## config.mk

```make
export PLATFORM = sky130hd
export DESIGN_NAME = slv_guard_txn_tracker
export DESIGN_NICKNAME = d
export VERILOG_FILES = /design/src/rtl/slv_guard_pkg.sv /design/src/rtl/slv_guard_slot_timer.sv /design/src/rtl/slv_guard_txn_tracker.sv
export SDC_FILE = /design/constraint.sdc
export NUM_CORES = 1
export LEC_CHECK = 0
export CORE_AREA = 5 5 213 215
export DETAILED_ROUTE_END_ITERATION = 8
export DIE_AREA = 0 0 218 220
export HOLD_SLACK_MARGIN = 0.1
export PLACE_DENSITY = 0.84
export SYNTH_ARGS = -nofsm -noshare
export SYNTH_HDL_FRONTEND = slang
export SYNTH_HIERARCHICAL = 1
export SYNTH_SLANG_ARGS = --single-unit
export TNS_END_PERCENT = 1
```

## constraint.sdc

```tcl
create_clock -name clk_i -period 5.9 [get_ports clk_i]
set_clock_uncertainty 0.1 [all_clocks]
set_input_delay 0.59 -clock clk_i [delete_from_list [all_inputs] [get_ports clk_i]]
set_output_delay 0.59 -clock clk_i [all_outputs]
set_load 0.02 [all_outputs]
```

## src/rtl/slv_guard_pkg.sv

```systemverilog
// Shared types for the slave-guard transaction tracker: fault causes, FSM states
// and the per-slot record held by each slot timer.
package slv_guard_pkg;

    // Slot fields are sized for the widest supported configuration and zero-extended.
    localparam int MaxIdWidth  = 16;
    localparam int MaxCntWidth = 32;

    typedef enum logic [1:0] {
        CAUSE_TIMEOUT     = 2'd0,
        CAUSE_ID_CONFLICT = 2'd1,
        CAUSE_UNEXPECTED  = 2'd2,
        CAUSE_OVERFLOW    = 2'd3
    } fault_cause_e;

    typedef enum logic [1:0] {
        ST_IDLE  = 2'd0,
        ST_FAULT = 2'd1,
        ST_CLEAR = 2'd2
    } fsm_state_e;

    typedef struct packed {
        logic                   busy;
        logic [MaxIdWidth-1:0]  id;
        logic [MaxCntWidth-1:0] timer;
        logic [MaxCntWidth-1:0] budget;
    } slot_t;

endpackage

```

## src/rtl/slv_guard_slot_timer.sv

```systemverilog
// One outstanding-transaction slot: holds ID and budget, ages a saturating timer
// on each tick and flags expiry and ID matches.
module slv_guard_slot_timer
    import slv_guard_pkg::*;
#(
    parameter int IdWidth  = 4,
    parameter int CntWidth = 10
) (
    input  logic                clk_i,
    input  logic                rst_i,
    input  logic                clear_all_i,
    input  logic                alloc_i,
    input  logic                free_i,
    input  logic                tick_i,
    input  logic [IdWidth-1:0]  alloc_id_i,
    input  logic [CntWidth-1:0] alloc_budget_i,
    input  logic [IdWidth-1:0]  req_id_i,
    input  logic [IdWidth-1:0]  rsp_id_i,
    output logic                busy_o,
    output logic                expired_o,
    output logic                req_match_o,
    output logic                rsp_match_o,
    output logic [IdWidth-1:0]  id_o
);

    localparam logic [MaxCntWidth-1:0] TimerMax = MaxCntWidth'((64'd1 << CntWidth) - 64'd1);

    slot_t slot_q;

    // Allocation wins over a same-cycle free so a retired slot can be reused at once.
    always_ff @(posedge clk_i or posedge rst_i) begin
        if (rst_i) begin
            slot_q <= '0;
        end else if (clear_all_i) begin
            slot_q <= '0;
        end else if (alloc_i) begin
            slot_q.busy   <= 1'b1;
            slot_q.id     <= MaxIdWidth'(alloc_id_i);
            slot_q.timer  <= '0;
            slot_q.budget <= MaxCntWidth'(alloc_budget_i);
        end else if (free_i) begin
            slot_q.busy <= 1'b0;
        end else if (tick_i && slot_q.busy && (slot_q.timer != TimerMax)) begin
            slot_q.timer <= slot_q.timer + MaxCntWidth'(1);
        end
    end

    assign busy_o      = slot_q.busy;
    assign expired_o   = slot_q.busy && (slot_q.timer >= slot_q.budget);
    assign req_match_o = slot_q.busy && (slot_q.id == MaxIdWidth'(req_id_i));
    assign rsp_match_o = slot_q.busy && (slot_q.id == MaxIdWidth'(rsp_id_i));
    assign id_o        = slot_q.id[IdWidth-1:0];

endmodule

```

## src/rtl/slv_guard_txn_tracker.sv

```systemverilog
// Slave guard: tracks outstanding request IDs against a per-transaction tick budget
// and raises a latched fault for timeouts, ID conflicts, stray responses and overflow.
module slv_guard_txn_tracker
    import slv_guard_pkg::*;
#(
    parameter int NumSlots       = 8,
    parameter int IdWidth        = 4,
    parameter int CntWidth       = 10,
    parameter int PrescalerDiv   = 8,
    parameter bit IsolateOnFault = 1'b1
) (
    input  logic                            clk_i,
    input  logic                            rst_i,
    input  logic                            enable_i,
    input  logic                            req_valid_i,
    input  logic                            req_ready_i,
    input  logic [IdWidth-1:0]              req_id_i,
    input  logic [7:0]                      req_len_i,
    input  logic                            rsp_valid_i,
    input  logic                            rsp_ready_i,
    input  logic                            rsp_last_i,
    input  logic [IdWidth-1:0]              rsp_id_i,
    input  logic [CntWidth-1:0]             budget_base_i,
    input  logic [CntWidth-1:0]             budget_unit_i,
    input  logic                            clear_i,
    output logic                            irq_o,
    output logic                            isolate_o,
    output logic                            full_o,
    output logic [1:0]                      fault_cause_o,
    output logic [IdWidth-1:0]              fault_id_o,
    output logic [$clog2(NumSlots+1)-1:0]   outstanding_o,
    output fsm_state_e                      dbg_state_o
);

    localparam int OutW = $clog2(NumSlots + 1);
    localparam int PreW = (PrescalerDiv > 1) ? $clog2(PrescalerDiv) : 1;
    localparam int BudW = CntWidth + 9;
    localparam logic [BudW-1:0] BudMax = BudW'((64'd1 << CntWidth) - 64'd1);

    fsm_state_e          state_q;
    logic                irq_q, isolate_q;
    fault_cause_e        cause_q, nxt_cause;
    logic [IdWidth-1:0]  fault_id_q, nxt_id, timeout_id;
    logic [PreW-1:0]     presc_q;

    logic [NumSlots-1:0] busy, expired, req_match, rsp_match;
    logic [NumSlots-1:0] avail, alloc_vec, free_vec, exp_oh;
    logic [IdWidth-1:0]  slot_id [NumSlots];

    logic idle, tick, req_ev, rsp_ev, rsp_hit, retire_same;
    logic f_conflict, f_overflow, f_unexp, f_timeout, fault_any, do_free, do_alloc;
    logic [BudW-1:0]     budget_wide;
    logic [CntWidth-1:0] budget_sat;

    // A beat transfers only on a cycle where both valid and ready are high; the guard
    // only observes the handshakes and never drives them.
    assign idle   = (state_q == ST_IDLE);
    assign tick   = enable_i && (presc_q == PreW'(PrescalerDiv - 1));
    assign req_ev = req_valid_i && req_ready_i && enable_i && idle;
    assign rsp_ev = rsp_valid_i && rsp_ready_i && rsp_last_i && enable_i && idle;

    assign full_o      = &busy;
    assign rsp_hit     = |rsp_match;
    assign retire_same = rsp_ev && rsp_hit && (rsp_id_i == req_id_i);
    assign f_conflict  = req_ev && (|req_match) && !retire_same;
    assign f_overflow  = req_ev && full_o;
    assign f_unexp     = rsp_ev && !rsp_hit;
    assign f_timeout   = idle && (|expired);
    assign fault_any   = f_conflict || f_overflow || f_unexp || f_timeout;
    assign do_free     = rsp_ev && rsp_hit && !fault_any;
    assign do_alloc    = req_ev && !fault_any;

    assign free_vec  = do_free ? rsp_match : '0;
    assign avail     = ~busy | free_vec;
    assign alloc_vec = do_alloc ? (avail & (~avail + NumSlots'(1))) : '0;
    assign exp_oh    = expired & (~expired + NumSlots'(1));

    assign budget_wide = BudW'(budget_base_i)
                       + BudW'(9'({1'b0, req_len_i}) + 9'd1) * BudW'(budget_unit_i);
    assign budget_sat  = (budget_wide > BudMax) ? {CntWidth{1'b1}} : budget_wide[CntWidth-1:0];

    for (genvar g = 0; g < NumSlots; g++) begin : g_slot
        slv_guard_slot_timer #(.IdWidth(IdWidth), .CntWidth(CntWidth)) u_timer (
            .clk_i          (clk_i),
            .rst_i          (rst_i),
            .clear_all_i    (state_q == ST_CLEAR),
            .alloc_i        (alloc_vec[g]),
            .free_i         (free_vec[g]),
            .tick_i         (tick),
            .alloc_id_i     (req_id_i),
            .alloc_budget_i (budget_sat),
            .req_id_i       (req_id_i),
            .rsp_id_i       (rsp_id_i),
            .busy_o         (busy[g]),
            .expired_o      (expired[g]),
            .req_match_o    (req_match[g]),
            .rsp_match_o    (rsp_match[g]),
            .id_o           (slot_id[g])
        );
    end

    always_comb begin
        timeout_id    = '0;
        outstanding_o = '0;
        for (int i = 0; i < NumSlots; i++) begin
            timeout_id    = timeout_id | (exp_oh[i] ? slot_id[i] : '0);
            outstanding_o = outstanding_o + OutW'(busy[i]);
        end
    end

    always_comb begin
        nxt_cause = CAUSE_TIMEOUT;
        nxt_id    = timeout_id;
        if (f_conflict) begin
            nxt_cause = CAUSE_ID_CONFLICT;
            nxt_id    = req_id_i;
        end else if (f_overflow) begin
            nxt_cause = CAUSE_OVERFLOW;
            nxt_id    = req_id_i;
        end else if (f_unexp) begin
            nxt_cause = CAUSE_UNEXPECTED;
            nxt_id    = rsp_id_i;
        end
    end

    always_ff @(posedge clk_i or posedge rst_i) begin
        if (rst_i) begin
            state_q    <= ST_IDLE;
            irq_q      <= 1'b0;
            isolate_q  <= 1'b0;
            cause_q    <= CAUSE_TIMEOUT;
            fault_id_q <= '0;
        end else begin
            case (state_q)
                ST_IDLE: if (fault_any) begin
                    state_q    <= ST_FAULT;
                    irq_q      <= 1'b1;
                    isolate_q  <= IsolateOnFault;
                    cause_q    <= nxt_cause;
                    fault_id_q <= nxt_id;
                end
                ST_FAULT: if (clear_i) begin
                    state_q <= ST_CLEAR;
                    irq_q   <= 1'b0;
                end
                ST_CLEAR: begin
                    state_q   <= ST_IDLE;
                    isolate_q <= 1'b0;
                end
                default: begin
                    state_q   <= ST_IDLE;
                    irq_q     <= 1'b0;
                    isolate_q <= 1'b0;
                end
            endcase
        end
    end

    always_ff @(posedge clk_i or posedge rst_i) begin
        if (rst_i) begin
            presc_q <= '0;
        end else if (!enable_i || (state_q == ST_CLEAR) || tick) begin
            presc_q <= '0;
        end else begin
            presc_q <= presc_q + PreW'(1);
        end
    end

    assign irq_o         = irq_q;
    assign isolate_o     = isolate_q;
    assign fault_cause_o = cause_q;
    assign fault_id_o    = fault_id_q;
    assign dbg_state_o   = state_q;

endmodule
```

=== Word-level counts from Yosys, hierarchy flattened ===
Cells that the tools add are included.

* Bits in registers: 661
* Input port bits: 45
* Output and inout bits: 15
* Word-level logic and storage cells: 317

* Add/subtract/negate cells: 20
* Multipliers: 1
* Order comparisons: 9
* Eq/ne operators: 38
* Multiplexer cells: 89
* Bitwise logic cells: 15
* Reductions and logical operators: 107

{| class="wikitable"
|+ Operator list
! kind !! number
|-
| 32-bit 2-to-1 mux || 32
|-
| 81-bit 2-to-1 mux || 8
|-
| 32-bit by 1-bit adder with 32-bit output (second input constant) || 8
|-
| 16-bit by 4-bit == test with 1-bit output || 16
|-
| 32-bit greater-or-equal comparator || 8
|-
| 32-bit by 10-bit != test with 1-bit output (second input constant) || 8
|-
| 16-bit 2-to-1 mux || 8
|-
| 1-bit logical AND || 57
|-
| 3-bit nonzero test || 16
|-
| 4-bit 2-to-1 mux || 11
|-
| 4-bit OR || 7
|-
| 3-bit by 2-bit != test with 1-bit output (second input constant) || 8
|-
| 8-bit NOT || 3
|-
| 8-bit OR reduction || 3
|-
| 2-bit AND reduction || 11
|-
| 10-bit by 19-bit adder with 19-bit output || 1
|-
| 19-bit by 10-bit greater-than comparator with 1-bit output (second input constant) || 1
|-
| 9-bit by 10-bit multiplier with 19-bit output || 1
|-
| 1-bit 2-to-1 mux || 18
|-
| 4-bit by 1-bit adder with 4-bit output || 4
|-
| 8-bit by 1-bit adder with 8-bit output (second input constant) || 2
|-
| 8-bit bitwise AND || 2
|-
| 8-bit 2-to-1 mux || 2
|-
| 2-bit nonzero test || 8
|-
| 24 further kinds || 36
|}

=== Logic depth before layout (Yosys ltp) ===
Gate-level depths: netlist (run 1).

* Word-level depth: 21
* Mapped depth: 26
* Depth with buffers taken out: 25

=== Modules after synthesis ===
Netlist (run 1), hierarchy kept.

{| class="wikitable"
|+ Modules (own cells, without submodules)
! module !! instances !! cells each !! area an instance (um^2)
|-
| slv_guard_slot_timer || 8 || 302 || 2806.4
|-
| slv_guard_txn_tracker || 1 || 583 || 4942.2
|}

=== Worst setup path after synthesis (run 1) ===
Ideal clock, no wire load.

* Path kind: input-to-reg
* Start point: in req_len_i[0]
* End point: reg g_slot[0].u_timer/slot_q[2] (netlist bit)
* Library setup time: 132 ps
* Data arrival time: 6634 ps
* Required time: 5668 ps
* Path slack: -966 ps
* Cell stages on the path: 23
* Path buffers: 1
* Cell sequence: ha_1 -> nand3_1 -> nor2_1 -> and3_1 -> clkbuf_1 -> nand2_1 -> fa_1 -> inv_1 -> fa_1 -> inv_1 -> fa_1 -> inv_1 -> fa_1 -> fa_1 -> ha_1 -> a21o_1 -> nand3_1 -> nand2_1 -> o41a_1 -> nor4_1 -> nand4b_1 -> mux2i_1 -> nor2_1

* Longest elaborated chain between the ends: 7

{| class="wikitable"
|+ Ends and longest elaborated chain
! what !! line !! text
|-
| from (decl) || slv_guard_txn_tracker.sv:18 || <nowiki>input logic [7:0] req_len_i,</nowiki>
|-
| 8-bit by 1-bit adder with 9-bit output (*) || slv_guard_txn_tracker.sv:79 || <nowiki>+ BudW'(9'({1'b0, req_len_i}) + 9'd1) * BudW'(budget_unit_i);</nowiki>
|-
| 9-bit by 10-bit multiplier with 19-bit output (*) || slv_guard_txn_tracker.sv:79 ||
|-
| 10-bit by 19-bit adder with 19-bit output (*) || slv_guard_txn_tracker.sv:79 ||
|-
| 19-bit by 10-bit greater-than comparator with 1-bit output || slv_guard_txn_tracker.sv:80 || <nowiki>assign budget_sat = (budget_wide > BudMax) ? {CntWidth{1'b1}} : budget_wide[CntWidth-1:0];</nowiki>
|-
| 10-bit 2-to-1 mux (*) || slv_guard_txn_tracker.sv:80 ||
|-
| named net budget_sat[2] || slv_guard_txn_tracker.sv:53 || <nowiki>logic [CntWidth-1:0] budget_sat;</nowiki>
|-
| 32-bit 2-to-1 mux (*) || slv_guard_slot_timer.sv:36 || <nowiki>end else if (alloc_i) begin</nowiki>
|-
| 81-bit 2-to-1 mux (*) || slv_guard_slot_timer.sv:34 || <nowiki>end else if (clear_all_i) begin</nowiki>
|-
| to (decl) || slv_guard_slot_timer.sv:28 || <nowiki>slot_t slot_q;</nowiki>
|}

Mark *: on every way through the listed nets, which the timed path passes. The rest lies on a longest branch. The select of a mux whose other input is x is not followed.
A chain may end at the register's enable or synchronous reset.

=== Worst setup path in the final report (run 1) ===
* Start point: in req_len_i[1]
* End point: reg g_slot[4].u_timer/slot_q[7] (netlist bit)

* Longest elaborated chain between the ends: 7

{| class="wikitable"
|+ Ends and longest elaborated chain
! what !! line
|-
| 8-bit by 1-bit adder with 9-bit output (*) || slv_guard_txn_tracker.sv:79
|-
| 9-bit by 10-bit multiplier with 19-bit output (*) || slv_guard_txn_tracker.sv:79
|-
| 10-bit by 19-bit adder with 19-bit output (*) || slv_guard_txn_tracker.sv:79
|-
| 19-bit by 10-bit greater-than comparator with 1-bit output || slv_guard_txn_tracker.sv:80
|-
| 10-bit 2-to-1 mux (*) || slv_guard_txn_tracker.sv:80
|-
| named net budget_sat[7] || slv_guard_txn_tracker.sv:53
|-
| 32-bit 2-to-1 mux (*) || slv_guard_slot_timer.sv:36
|-
| 81-bit 2-to-1 mux (*) || slv_guard_slot_timer.sv:34
|-
| to (decl) || slv_guard_slot_timer.sv:28
|}

Marked as above.

==> summary.md, run 1 <==
After clock tree synthesis, the clock-pin slew on the worst setup and hold paths is 60 ps. After global routing the overflow that remains totals 0. The worst setup path is launched from an input pin. The CTS H-tree depth was 2.

Number of storage elements in the synthesis netlist: 389. The die covers 48000 µm². For this design, the slowest cell found on the critical path is sky130_fd_sc_hd__fa_1.

Maximum achievable frequency: 168 MHz. The worst hold-check path type was reg2reg. No sink is reached through more buffers than the 3 on the longest clock path.

The worst path buffer plus inverter count works out to 7. Mux share of post-synthesis cell area: 0.0497. Setup repair after global routing could not meet its margin everywhere.

The total number of vias was 24100. Yosys attributes the largest share of cell area to sky130_fd_sc_hd__dfrtp_1, sky130_fd_sc_hd__ha_1, sky130_fd_sc_hd__mux2i_1. The reg-to-reg critical path endpoint is g_slot[2].u_timer/slot_q[45]. In this run the most critical hold path is launched from presc_q[0].

Post-synthesis instance area: 27400 µm². The run gives 7 as the setup-violating endpoint count in the final report. The core area is 43500 µm². Area fraction in and, or, nand and nor cells after synthesis: 0.242. The share of the synthesized area in the top cell type was 0.355. The routed design has 72.1 mm of wire. For the total count of hold-check failures in the final report, the log shows 0.

The tools report the net load switching power as 3.50 mW. The tools report the post-route standard cell area excluding fillers as 31000 µm². The critical path capture point type is a register. The tools report the placed instance area as 29200 µm². Internal power comes to 6.29 mW. For the leakage component of the power, the log shows 13.9 nW. Number of fill cells in the layout: 3065. The worst path in the final design needs a cycle of 5940 ps, including I/O delays and setup.

Port buffering added 59 buffers. The number of cells traversed by the worst register-to-register path is 17. The final count of pins violating max slew is 0. By area, the combinational part of the netlist is dominated by simple AND/OR/NAND/NOR gates. The run gives -35.5 ps as the least setup slack across all paths after layout. The most used flip-flop cell after synthesis is sky130_fd_sc_hd__dfrtp_1.

The share of the clock period used by the worst path is 1.01, and the area growth from synthesis to layout is 13.2%. For the worst-skew pair, the clock arrives at the later sink with an insertion delay of 580 ps. Following the worst setup path forward leads to its endpoint at g_slot[4].u_timer/slot_q[7]. The startpoint of the most critical register-to-register path is g_slot[1].u_timer/slot_q[38].

The worst slew slack as a fraction of its limit was 0.303; the number of search-and-repair iterations in the first detailed-routing pass was 6. In the routed layout, each cell is associated on average with a via count of 6.45. The XOR/XNOR share of the synthesized area works out to 0.0576.

The number of standard-cell rows in the floorplan was 77; the data required time at the worst endpoint was 6240 ps. The vertical die dimension is 220 µm, and the warning count from the yosys run is 6. On the critical path the largest part of the delay comes from adder cells. Counting the buffers created by CTS gives 44. The most frequent cell after synthesis was sky130_fd_sc_hd__dfrtp_1. Detailed placement finished with a half-perimeter wire length of 49.9 mm.

Dividing the detail-routed wire length by the instance count gives 19.3 µm. The repair_antennas step left the layout with diodes totalling 0. The fraction of the mapped netlist area in adder cells works out to 0.117. The compound-gate portion of the synthesized area was 0.116. The critical path is of the in2reg type. The number of synthesized flops with an enable pin is 0, and the number of library cell types mapped by synthesis is 70. The fraction of power consumed by sequential logic is 0.307, and the average cell area after synthesis is 9.13 µm². The flow ran to the end, but the final reports show violations.

TritonCTS built the clock tree. The detailed router finished its first iteration with 2122 violations. The multi-input combinational cells in the finished layout cover a total of 16400 µm². Library cell used as clock root buffer: sky130_fd_sc_hd__clkbuf_16. The ratio of cells with drive above 1 in the final layout works out to 0.109.

In the routed design, unresolved DRC markers number 0. The tool flagged a number of max-cap violations equal to 0. Fraction of synthesis flops using an asynchronous set or reset pin: 1.00.

The top fanout value on the critical path was 8; the number of routed nets with antenna violations was 0. Synthesis produced a netlist with a net count of 3260. In the synthesized netlist, the cells that appear most often are sky130_fd_sc_hd__dfrtp_1, sky130_fd_sc_hd__nor2_1, sky130_fd_sc_hd__inv_1. The combined flip-flop and latch cell area was 9730 µm². The register-to-register path setup slack is 110 ps. The first global-routing pass estimated 119 mm of wire.

The number of top-level pins is 60. The total routing resource utilization after global routing came out at 0.296. The part of the Yosys area used for sequential elements was 0.355; the die boundary width was 218 µm. The fraction of power spent switching nets was 0.357; the power density over the cells was 316 nW/µm². Routability-driven placement finished with a final weighted congestion of 0.904. The most frequent cell on the critical path is sky130_fd_sc_hd__fa_1.

The number of nets in the finished design came out at 3367. Across the VDD grid, the largest voltage drop is 0.000336 V. For the proportion of power drawn by the clock network, the log shows 0.283. Summed over all instances, the cell type with the most area after synthesis is sky130_fd_sc_hd__dfrtp_1. Counting buffers and inverters, the worst setup path is 26 cells deep.

The peak per-stage delay on the critical path was 590 ps; the pin count of the biggest net entering global routing was 53. The tools report the initial antenna violation count as 2. The final reports fail on negative setup slack. The final core area utilization is 0.712. After technology mapping, the gate count stands at 2999. The via count of the first global-routing pass was 24200; the hold-fix buffer count after cts was 0.

For the pin with the worst max-slew slack, the measured transition is 1040 ps. For the worst setup path, the data arrival time is 6270 ps. Starting density of the core: 0.629. In this run the worst setup path begins at req_len_i[1]. The logs give 389 for the count of clock tree sinks and 0.410 for the combinational fraction of design power.
## through the flow
| step | setup TNS, ps | std cells | hold WS, ps | total power [mW] | worst slack (ps) |
|---|---|---|---|---|---|
| 2_1_floorplan | -9350 | 2999 | 309 | 5.37 | -128 |
| 6_report | -109 | 3731 | 344 | 9.79 | -35.5 |
| 3_5_place_dp | -79060 | 3641 | 335 | 6.60 | -1040 |
| 4_1_cts | 0 | 3727 | 347 | 9.60 | 4.23 |
| 3_3_place_gp | -65990 | 3641 | 320 | 6.43 | -845 |
| 5_1_grt | -10970 | 3731 | 355 | 10.3 | -211 |
## worst reg2reg max path: stages (launching register included)
cell and delay, ps:
sky130_fd_sc_hd__dfrtp_1 450, sky130_fd_sc_hd__ha_1 350, sky130_fd_sc_hd__a21o_1 210, sky130_fd_sc_hd__a211o_1 330, sky130_fd_sc_hd__o31ai_1 320, sky130_fd_sc_hd__a31oi_2 280
sky130_fd_sc_hd__or4_4 510, sky130_fd_sc_hd__o41a_1 440, sky130_fd_sc_hd__a221o_1 320, sky130_fd_sc_hd__a2111oi_2 210, sky130_fd_sc_hd__buf_4 280, sky130_fd_sc_hd__nand2_1 200
sky130_fd_sc_hd__nand4_1 390, sky130_fd_sc_hd__a211oi_4 120, sky130_fd_sc_hd__or2_0 340, sky130_fd_sc_hd__buf_4 220, sky130_fd_sc_hd__or4_1 510, sky130_fd_sc_hd__o21ai_1 110
## metal layers
layer / GRT usage / part of all wire / vias up
met5: 0 / 0.00036 / -
met4: 0.124 / 0.042 / 4
met3: 0.0537 / 0.066 / 237
met2: 0.507 / 0.49 / 1029
met1: 0.373 / 0.40 / 11900
li1: - / - / 10900
## logic make-up after synthesis
kind of cell             Yosys count
AND/OR/NAND/NOR                 1239
AO/OA/AOI/OAI                    460
flip-flops                       389
buffers and inverters            379
adder cells (fa/ha/maj)          216
XOR/XNOR                         180
multiplexers                     136
## what timing repair did
action	in CTS	in global routing
setup endpoints to repair	80	148
resized for setup	47	46
gates cloned	2	0
setup buffers	5	4
pin swaps	32	22
## sequential cells by signal, summed over array words and instances (netlist names)
signal	cells
isolate_o	1
g_slot.u_timer/slot_q	336
dbg_state_o	2
presc_q	3
g_slot.u_timer/id_o	32
g_slot.u_timer/busy_o	8
irq_o	1
fault_cause_o	2
fault_id_o	4
## area by class of cell
type / count / share of cell area
clock buffer: 66 / 0.0424
clock inverter: 13 / 0.00436
inverter: 238 / 0.0288
multi-input combinational: 2231 / 0.530
sequential: 389 / 0.314
tap: 592 / 0.0239
timing repair buffer: 202 / 0.0561
## worst min path at each step
| stage | endpoint | slack (ps) | cells past startpoint |
|---|---|---|---|
| 4_1_cts | presc_q[0] | 350 | 1 |
| 2_1_floorplan | presc_q[0] | 310 | 1 |
| 3_3_place_gp | presc_q[0] | 320 | 1 |
| 5_1_grt | presc_q[0] | 350 | 1 |
| 6_report | presc_q[0] | 340 | 1 |
| 3_5_place_dp | presc_q[0] | 330 | 1 |
## layout by cell type (no fill, tap or decap), drive strengths merged, types with 54 or more instances in the layout
master  instances
a21oi         140
and2           65
and3           54
buf           146
clkbuf         68
dfrtp         389
fa             67
ha            149
inv           237
mux2i         136
nand2         221
nand3         107
nand4         109
nor2          312
nor4           65
o21ai          86
o31ai          64
or3            73
or4            93
xnor2          89
xor2           91
## power groups by stage
| stage | Combinational, mW | Sequential [mW] | Clock, mW |
|---|---|---|---|
| after floorplan | 2.33 | 3.04 | 0 |
| after global placement | 3.40 | 3.03 | 0 |
| after detailed placement | 3.57 | 3.03 | 0 |
| after CTS | 3.82 | 2.99 | 2.80 |
| after global routing | 4.38 | 3.01 | 2.91 |
| final | 4.02 | 3.00 | 2.77 |
No activity file was read; power rests on OpenSTA's default activity.
==> run 2, diff against run 1 <==
--- a/config.mk
+++ b/config.mk
@@ -10,6 +10,7 @@
 export DIE_AREA = 0 0 218 220
 export HOLD_SLACK_MARGIN = 0.1
 export PLACE_DENSITY = 0.84
+export SLEW_MARGIN = 20
 export SYNTH_ARGS = -nofsm -noshare
 export SYNTH_HDL_FRONTEND = slang
 export SYNTH_HIERARCHICAL = 1
==> run 2 against run 1 <==
  * The run still ends with negative setup slack left
  * Critical path depth unchanged
  * Cell count unchanged
  * Sequential share of layout area about the same
  * Via count about the same
  * Flip-flop and latch count unchanged
  * Fmax increased by 0.30%
  * Wire length about the same
  * Setup slack improved by 18 ps
  * Global-route usage unchanged
  * Combinational power about the same
  * Core utilization about the same
  * Total power about the same
  * Largest cell class unchanged
  * Highest routed layer unchanged
==> summary.md, run 2 (synthesis gave the netlist of run 1 again) <==
Area growth from synthesis to layout: 13.2% (about the same). The run gives 13.9 nW (about the same) as the leakage component of the power. The share of the clock period used by the worst path was 1.00 (was 1.01).

For the number of fill cells in the layout, the log shows 3064 (was 3065). TritonCTS buffer count: 44 (unchanged). The number of flip-flops under the largest register name was 336 (unchanged); the setup-violating endpoint count in the final report was 3 (was 7). The run finished, with violations left. TritonCTS built the clock tree. The maximum number of buffers from clock root to sink is 3 (unchanged), and the hold slack is 344 ps (about the same). Hold-fix buffer count after cts: 0 (unchanged).

The setup TNS was -27.3 ps (was -109 ps). The number of standard-cell rows in the floorplan is 77 (unchanged). The run gives 0 (unchanged) as the max-cap check violation count. Violations in the final reports: negative setup slack (unchanged).

Setup slack at placement: -1040 ps (unchanged). The final routed wire length divided by cell count was 19.3 µm (about the same); the transition time of the tightest slew-check pin was 984 ps (was 1040 ps). The tools report the combined flip-flop and latch cell area as 9730 µm² (unchanged). Family with the most delay on the worst path: adder cells (unchanged).

The run gives 0.000339 V (was 0.000336 V) as the maximum ir drop on the vdd rail. The total number of vias was 24100 (about the same); the total count of hold-check failures in the final report was 0 (unchanged). Worst hold-check path type: reg2reg (unchanged). The die outline area was 48000 µm² (unchanged).

For the overall power consumption, the log shows 9.79 mW (about the same). The library cell used as clock root buffer was sky130_fd_sc_hd__clkbuf_16 (unchanged). Leading cell types in the layout, fill and taps excluded: sky130_fd_sc_hd__dfrtp_1, sky130_fd_sc_hd__nor2_1, sky130_fd_sc_hd__inv_1 (unchanged). The power density over the cells is 316 nW/µm² (about the same).

The data arrival at the endpoint of the critical path came out at 6260 ps (was 6270 ps). Worst slew slack as a fraction of its limit: 0.342 (was 0.303). The total DRC errors in the routed layout is 0 (unchanged). The total routing resource utilization after global routing was 0.296 (unchanged). The number of cells on the worst hold path was 1 (unchanged); the detailed placer's ending HPWL was 49.9 mm (unchanged).

The worst setup path category was in2reg (unchanged). Starting density of the core: 0.629 (unchanged). Setup repair after global routing could not meet its margin everywhere. The run gives 53 (unchanged) as the pin count of the biggest net entering global routing.

The number of routed nets with antenna violations came out at 0 (unchanged). The overflow left after global routing is 0 (unchanged). The run gives 72.1 mm (about the same) as the detailed-route wire length.

The logs give 0 (unchanged) for the antenna diode count and 580 ps (about the same) for the source-to-sink clock delay at the later pin of the worst-skew pair. For the first-pass GRT wire length, the log shows 119 mm (unchanged). The core area was 43500 µm² (unchanged). The CTS H-tree depth was 2 (unchanged); the number of input and output port buffers inserted was 59 (unchanged). The number of nets in the finished design was 3367 (unchanged). The weighted congestion reported at the end of routability-driven placement is 0.904 (unchanged). The number of top-level pins came out at 60 (unchanged). The data required time at the worst endpoint came out at 6240 ps (about the same). The peak per-stage delay on the critical path works out to 590 ps (about the same). Critical path capture point type: a register (unchanged). The DRC violation total after the first TritonRoute iteration was 2206 (was 2122); the vertical die dimension was 220 µm (unchanged). Die boundary width: 218 µm (unchanged).

The via-per-instance ratio was 6.45 (about the same); the top fanout value on the critical path was 8 (unchanged). The most frequent cell on the critical path is sky130_fd_sc_hd__fa_1 (unchanged). The clock transition at the register clock pins on the worst setup and hold paths after CTS was 60 ps (about the same); the time the worst path needs with I/O delays and setup was 5920 ps (was 5940 ps).

Path length in cells of the critical path: 26 (unchanged). The nature of the critical path startpoint is an input pin (unchanged). Highest-delay cell along the critical path: sky130_fd_sc_hd__fa_1 (unchanged). The largest register by flop count was g_slot.u_timer/slot_q (unchanged).

The footprint of the multi-input gates is 16400 µm² (unchanged). The ratio of cells with drive above 1 in the final layout came out at 0.109 (unchanged). The most frequent standard cell in the layout excluding fill and tap cells was sky130_fd_sc_hd__dfrtp_1 (unchanged). The number of cells traversed by the worst register-to-register path works out to 17 (unchanged). The initial antenna violation count was 2 (unchanged); the final count of pins violating max slew was 0 (unchanged). The maximum achievable frequency is 169 MHz (was 168 MHz), and the count of clock tree sinks is 389 (unchanged). The via count of the first global-routing pass is 24200 (unchanged), and the number of search-and-repair iterations in the first detailed-routing pass is 7 (was 6). The run gives -17.9 ps (was -35.5 ps) as the least setup slack across all paths after layout.

The worst path buffer plus inverter count was 7 (unchanged).
==> run 2: power breakdown <==
group          internal, mW  switching, mW  total [mW]
Sequential             2.84          0.162        3.00
Combinational          1.82           2.20        4.02
Clock                  1.63           1.14        2.77
==> run 2: worst register-to-register path, delay by kind of cell (launching register included) <==
kind                     cells  cell delay, ps
AO/OA/AOI/OAI                9            2350
adder cells (fa/ha/maj)      1             350
buffers and inverters        2             500
flip-flops                   1             450
AND/OR/NAND/NOR              5            1970
==> run 2: what timing repair did <==
item | 4_1_cts | 5_1_grt
endpoints found under the setup margin | 80 | 148
buffers inserted | 5 | 4
gates cloned | 2 | 0
gates resized for setup | 47 | 46
pin swaps | 32 | 22
==> run 2: metrics by stage <==
| stage | instances | cell area [µm²] | utilization |
|---|---|---|---|
| final | 3731 | 31000 | 0.712 |
| after global routing | 3731 | 31000 | 0.712 |
| after CTS | 3727 | 30800 | 0.708 |
| after detailed placement | 3641 | 29200 | 0.670 |
| after global placement | 3641 | 29200 | 0.670 |
| after floorplan | 2999 | 27600 | - |
==> run 2: area by class of cell <==
class / instances / share of cell area
multi-input cells: 2231 / 0.530
clock buffers: 66 / 0.0424
inverters: 238 / 0.0290
flip-flops and latches: 389 / 0.314
clock inverters: 13 / 0.00436
repair buffers: 202 / 0.0561
well taps: 592 / 0.0239
==> run 2: path summary, 6_finish.rpt <==
path | startpoint | endpoint | slack [ps]
worst max-delay path | req_len_i[1] | g_slot[0].u_timer/slot_q[8] | -20
worst min-delay path | presc_q[0] | presc_q[0] | 340
worst max register to register | g_slot[1].u_timer/slot_q[38] | g_slot[2].u_timer/slot_q[45] | 90
worst min register to register | presc_q[0] | presc_q[0] | 340
max in group asynchronous | rst_i | g_slot[7].u_timer/slot_q[59] | 3840
min in group asynchronous | rst_i | g_slot[6].u_timer/id_o[3] | 720
==> run 2: routing by layer <==
metal,vias up,global-route usage,wire (µm)
met4,4,0.124,3000
met2,1037,0.507,35500
met3,243,0.0537,5010
met5,-,0,33
li1,10900,-,-
met1,11800,0.373,28600
==> run 3, diff against run 2 <==
--- a/config.mk
+++ b/config.mk
@@ -10,6 +10,7 @@
 export DIE_AREA = 0 0 218 220
 export HOLD_SLACK_MARGIN = 0.1
 export PLACE_DENSITY = 0.84
+export REMOVE_ABC_BUFFERS = 1
 export SLEW_MARGIN = 20
 export SYNTH_ARGS = -nofsm -noshare
 export SYNTH_HDL_FRONTEND = slang
==> run 3 against run 2 <==
  * The run now ends clean
  * Combinational power is 5.5% lower
  * Sequential power is 1% higher
  * Setup slack better by 20 ps
  * Fmax is 0.34% higher
  * Flip-flop and latch count stayed put
  * Total power hardly changed
  * Core utilization is 0.080 points higher
  * Wire length is 3.9% higher
  * Largest cell class unchanged
==> summary.md, run 3 (synthesis gave the netlist of run 1 again) <==
TritonCTS built the clock tree. Starting density of the core: 0.629 (unchanged). The TritonCTS buffer count is 42 (was 44). The logs give 52.3 mm (was 49.9 mm) for the detailed placer's ending HPWL and 24400 (was 24100) for the total number of vias.

The number of search-and-repair iterations in the first detailed-routing pass came out at 9 (was 7). For the CTS H-tree depth, the log shows 2 (unchanged). The ratio of cells with drive above 1 in the final layout is 0.106 (was 0.109), and the weighted congestion reported at the end of routability-driven placement is 0.922 (was 0.904).

The top fanout value on the critical path is 8 (unchanged), and the hold slack is 338 ps (was 344 ps). The data required time at the worst endpoint was 6220 ps (was 6240 ps). The logs give 0 (unchanged) for the number of routed nets with antenna violations and -1230 ps (was -1040 ps) for the setup slack at placement.

Leading cell types in the layout, fill and taps excluded: sky130_fd_sc_hd__dfrtp_1, sky130_fd_sc_hd__nor2_1, sky130_fd_sc_hd__inv_1 (unchanged). The final count of pins violating max slew is 0 (unchanged). The maximum ir drop on the vdd rail is 0.000335 V (was 0.000339 V), and the core area is 43500 µm² (unchanged). For the proportion of power drawn by the clock network, the log shows 0.301 (was 0.283). The worst setup path category is in2reg (unchanged).

The number of flip-flops under the largest register name was 336 (unchanged). The setup-violating endpoint count in the final report is 0 (was 3), and the overflow left after global routing is 0 (unchanged). The net load switching power was 3.46 mW (was 3.50 mW); the total routing resource utilization after global routing was 0.308 (was 0.296).

The run finished with clean final reports. The clock transition at the register clock pins on the worst setup and hold paths after CTS was 60 ps (about the same). The logs give 0 (was 2) for the initial antenna violation count and 0 (unchanged) for the total count of hold-check failures in the final report.

The antenna diode count came out at 0 (unchanged). The logs give 3 (unchanged) for the maximum number of buffers from clock root to sink and 52 (was 53) for the pin count of the biggest net entering global routing. The run gives 0 (unchanged) as the hold-fix buffer count after cts. The die outline area was 48000 µm² (unchanged). The critical path capture point type was a register (unchanged).

The run gives 6220 ps (was 6260 ps) as the data arrival at the endpoint of the critical path. The highest signal layer in the routed design was met4 (was met5). The number of top-level pins was 60 (unchanged); the die boundary width was 218 µm (unchanged). For the first-pass GRT wire length, the log shows 123 mm (was 119 mm). The run gives 0 (unchanged) as the max-cap check violation count. Post-route standard cell area excluding fillers: 31000 µm² (about the same).

The run gives 77 (unchanged) as the number of standard-cell rows in the floorplan. The worst hold-check path type was reg2reg (unchanged). The logs give 170 MHz (was 169 MHz) for the maximum achievable frequency and 3371 (was 3367) for the number of nets in the finished design. Nature of the critical path startpoint: an input pin (unchanged). The leakage component of the power was 13.9 nW (about the same); the final routed wire length divided by cell count was 20.1 µm (was 19.3 µm). Area growth from synthesis to layout: 13.3% (was 13.2%). The share of the clock period used by the worst path works out to 1.00 (about the same).

Final core area utilization: 0.713 (was 0.712). The fraction of power spent switching nets is 0.353 (was 0.357), and the via-per-instance ratio is 6.53 (was 6.45). The DRC violation total after the first TritonRoute iteration is 2602 (was 2206).

The logs give 0.327 (was 0.342) for the worst slew slack as a fraction of its limit and 29.6 mm (was 28.6 mm) for the sum of routed wire segments on met1. Setup repair after global routing could not meet its margin everywhere. Library cell used as clock root buffer: sky130_fd_sc_hd__clkbuf_16 (unchanged). The run gives 24300 (was 24200) as the via count of the first global-routing pass. The detailed-routed wire length on met2 is 36.5 mm (was 35.5 mm), and the placed instance area is 29000 µm² (was 29200 µm²). The internal power of the cells is 6.33 mW (was 6.29 mW). Least setup slack across all paths after layout: 2.35 ps (was -17.9 ps). The total DRC errors in the routed layout was 0 (unchanged).

The number of input and output port buffers inserted is 59 (unchanged), and the detailed-route wire length is 74.9 mm (was 72.1 mm). Fraction of power consumed by sequential logic: 0.311 (was 0.307). Time the worst path needs with I/O delays and setup: 5900 ps (was 5920 ps). The met3 wire length was 5.71 mm (was 5.01 mm). Most frequent standard cell in the layout excluding fill and tap cells: sky130_fd_sc_hd__dfrtp_1 (unchanged). The run gives 0.388 (was 0.411) as the combinational fraction of design power.

The vertical die dimension is 220 µm (unchanged). Largest register by flop count: g_slot.u_timer/slot_q (unchanged). The transition time of the tightest slew-check pin works out to 1010 ps (was 984 ps). The tools report the source-to-sink clock delay at the later pin of the worst-skew pair as 580 ps (about the same). The power density over the cells came out at 315 nW/µm² (was 316 nW/µm²). The run gives 389 (unchanged) as the count of clock tree sinks.
run 3: cell count changes in the layout (fill, tap and decap cells not counted), sizes merged:
cell	before	now
clkdlybuf4s50	48	50
dlygate4sd2	0	2
clkbuf	68	65
dlymetal6s2s	5	2
inv	233	230
buf	146	151
clkdlybuf4s15	1	0
bufinv	2	8
run 3: area by class of cell:
cell class,instances,area (µm²)
clock buffer,62,1240
clock inverter,16,285
fill,3060,12500
inverter,238,897
multi-input combinational,2231,16400
sequential,389,9730
tap,592,741
timing repair buffer,208,1750
run 3: path summary, 6_finish.rpt:
check	from	end	slack [ps]	depth (start not counted)
worst min-delay path	presc_q[0]	presc_q[0]	340	1
min in group asynchronous	rst_i	g_slot[7].u_timer/id_o[3]	570	2
worst min register to register	presc_q[0]	presc_q[0]	340	1
max in group asynchronous	rst_i	g_slot[4].u_timer/slot_q[35]	4200	3
worst max-delay path	req_len_i[0]	g_slot[5].u_timer/slot_q[7]	2	25
worst max register to register	g_slot[0].u_timer/slot_q[38]	g_slot[1].u_timer/slot_q[61]	160	18
run 3: stage by stage:
step	instances	TNS (ps)	total power, mW
after floorplan	2858	-404580	5.09
after global placement	3647	-80050	6.24
after detailed placement	3647	-94510	6.41
after CTS	3729	0	9.58
after global routing	3736	-13810	10.3
final	3736	0	9.78
run 3: layer usage:
layer | vias up | track usage
met3 | 263 | 0.0481
li1 | 10900 | -
met4 | 0 | 0.125
met2 | 1204 | 0.523
met5 | - | 0
met1 | 12000 | 0.398
run 3: timing repair:
action	in CTS	in global routing
endpoints found under the setup margin	81	140
pin swaps	31	30
gates cloned	2	0
resized for setup	50	54
setup buffers	2	7
run 3: worst max-delay path: stages:
cell and delay (ps):
sky130_fd_sc_hd__buf_8 110, sky130_fd_sc_hd__ha_4 160, sky130_fd_sc_hd__buf_6 110, sky130_fd_sc_hd__xor2_2 160, sky130_fd_sc_hd__buf_4 150, sky130_fd_sc_hd__nand2_2 60, sky130_fd_sc_hd__fa_1 520, sky130_fd_sc_hd__inv_1 60
sky130_fd_sc_hd__fa_1 500, sky130_fd_sc_hd__inv_2 40, sky130_fd_sc_hd__fa_1 550, sky130_fd_sc_hd__inv_2 40, sky130_fd_sc_hd__fa_1 500, sky130_fd_sc_hd__fa_1 580, sky130_fd_sc_hd__ha_4 220, sky130_fd_sc_hd__a21o_1 210
sky130_fd_sc_hd__nand3_2 80, sky130_fd_sc_hd__nand2_2 70, sky130_fd_sc_hd__o41a_1 470, sky130_fd_sc_hd__nor4_4 300, sky130_fd_sc_hd__buf_4 190, sky130_fd_sc_hd__nand4b_1 120, sky130_fd_sc_hd__buf_6 180, sky130_fd_sc_hd__mux2i_2 180
sky130_fd_sc_hd__nor2_1 70
run 3: power by group through the flow:
stage               Sequential (mW)  Combinational (mW)  Clock [mW]
finish                         3.04                3.80        2.95
global route                   3.05                4.19        3.08
CTS                            3.03                3.58        2.97
detailed placement             3.07                3.34           0
global placement               3.06                3.17           0
floorplan                      3.04                2.05           0
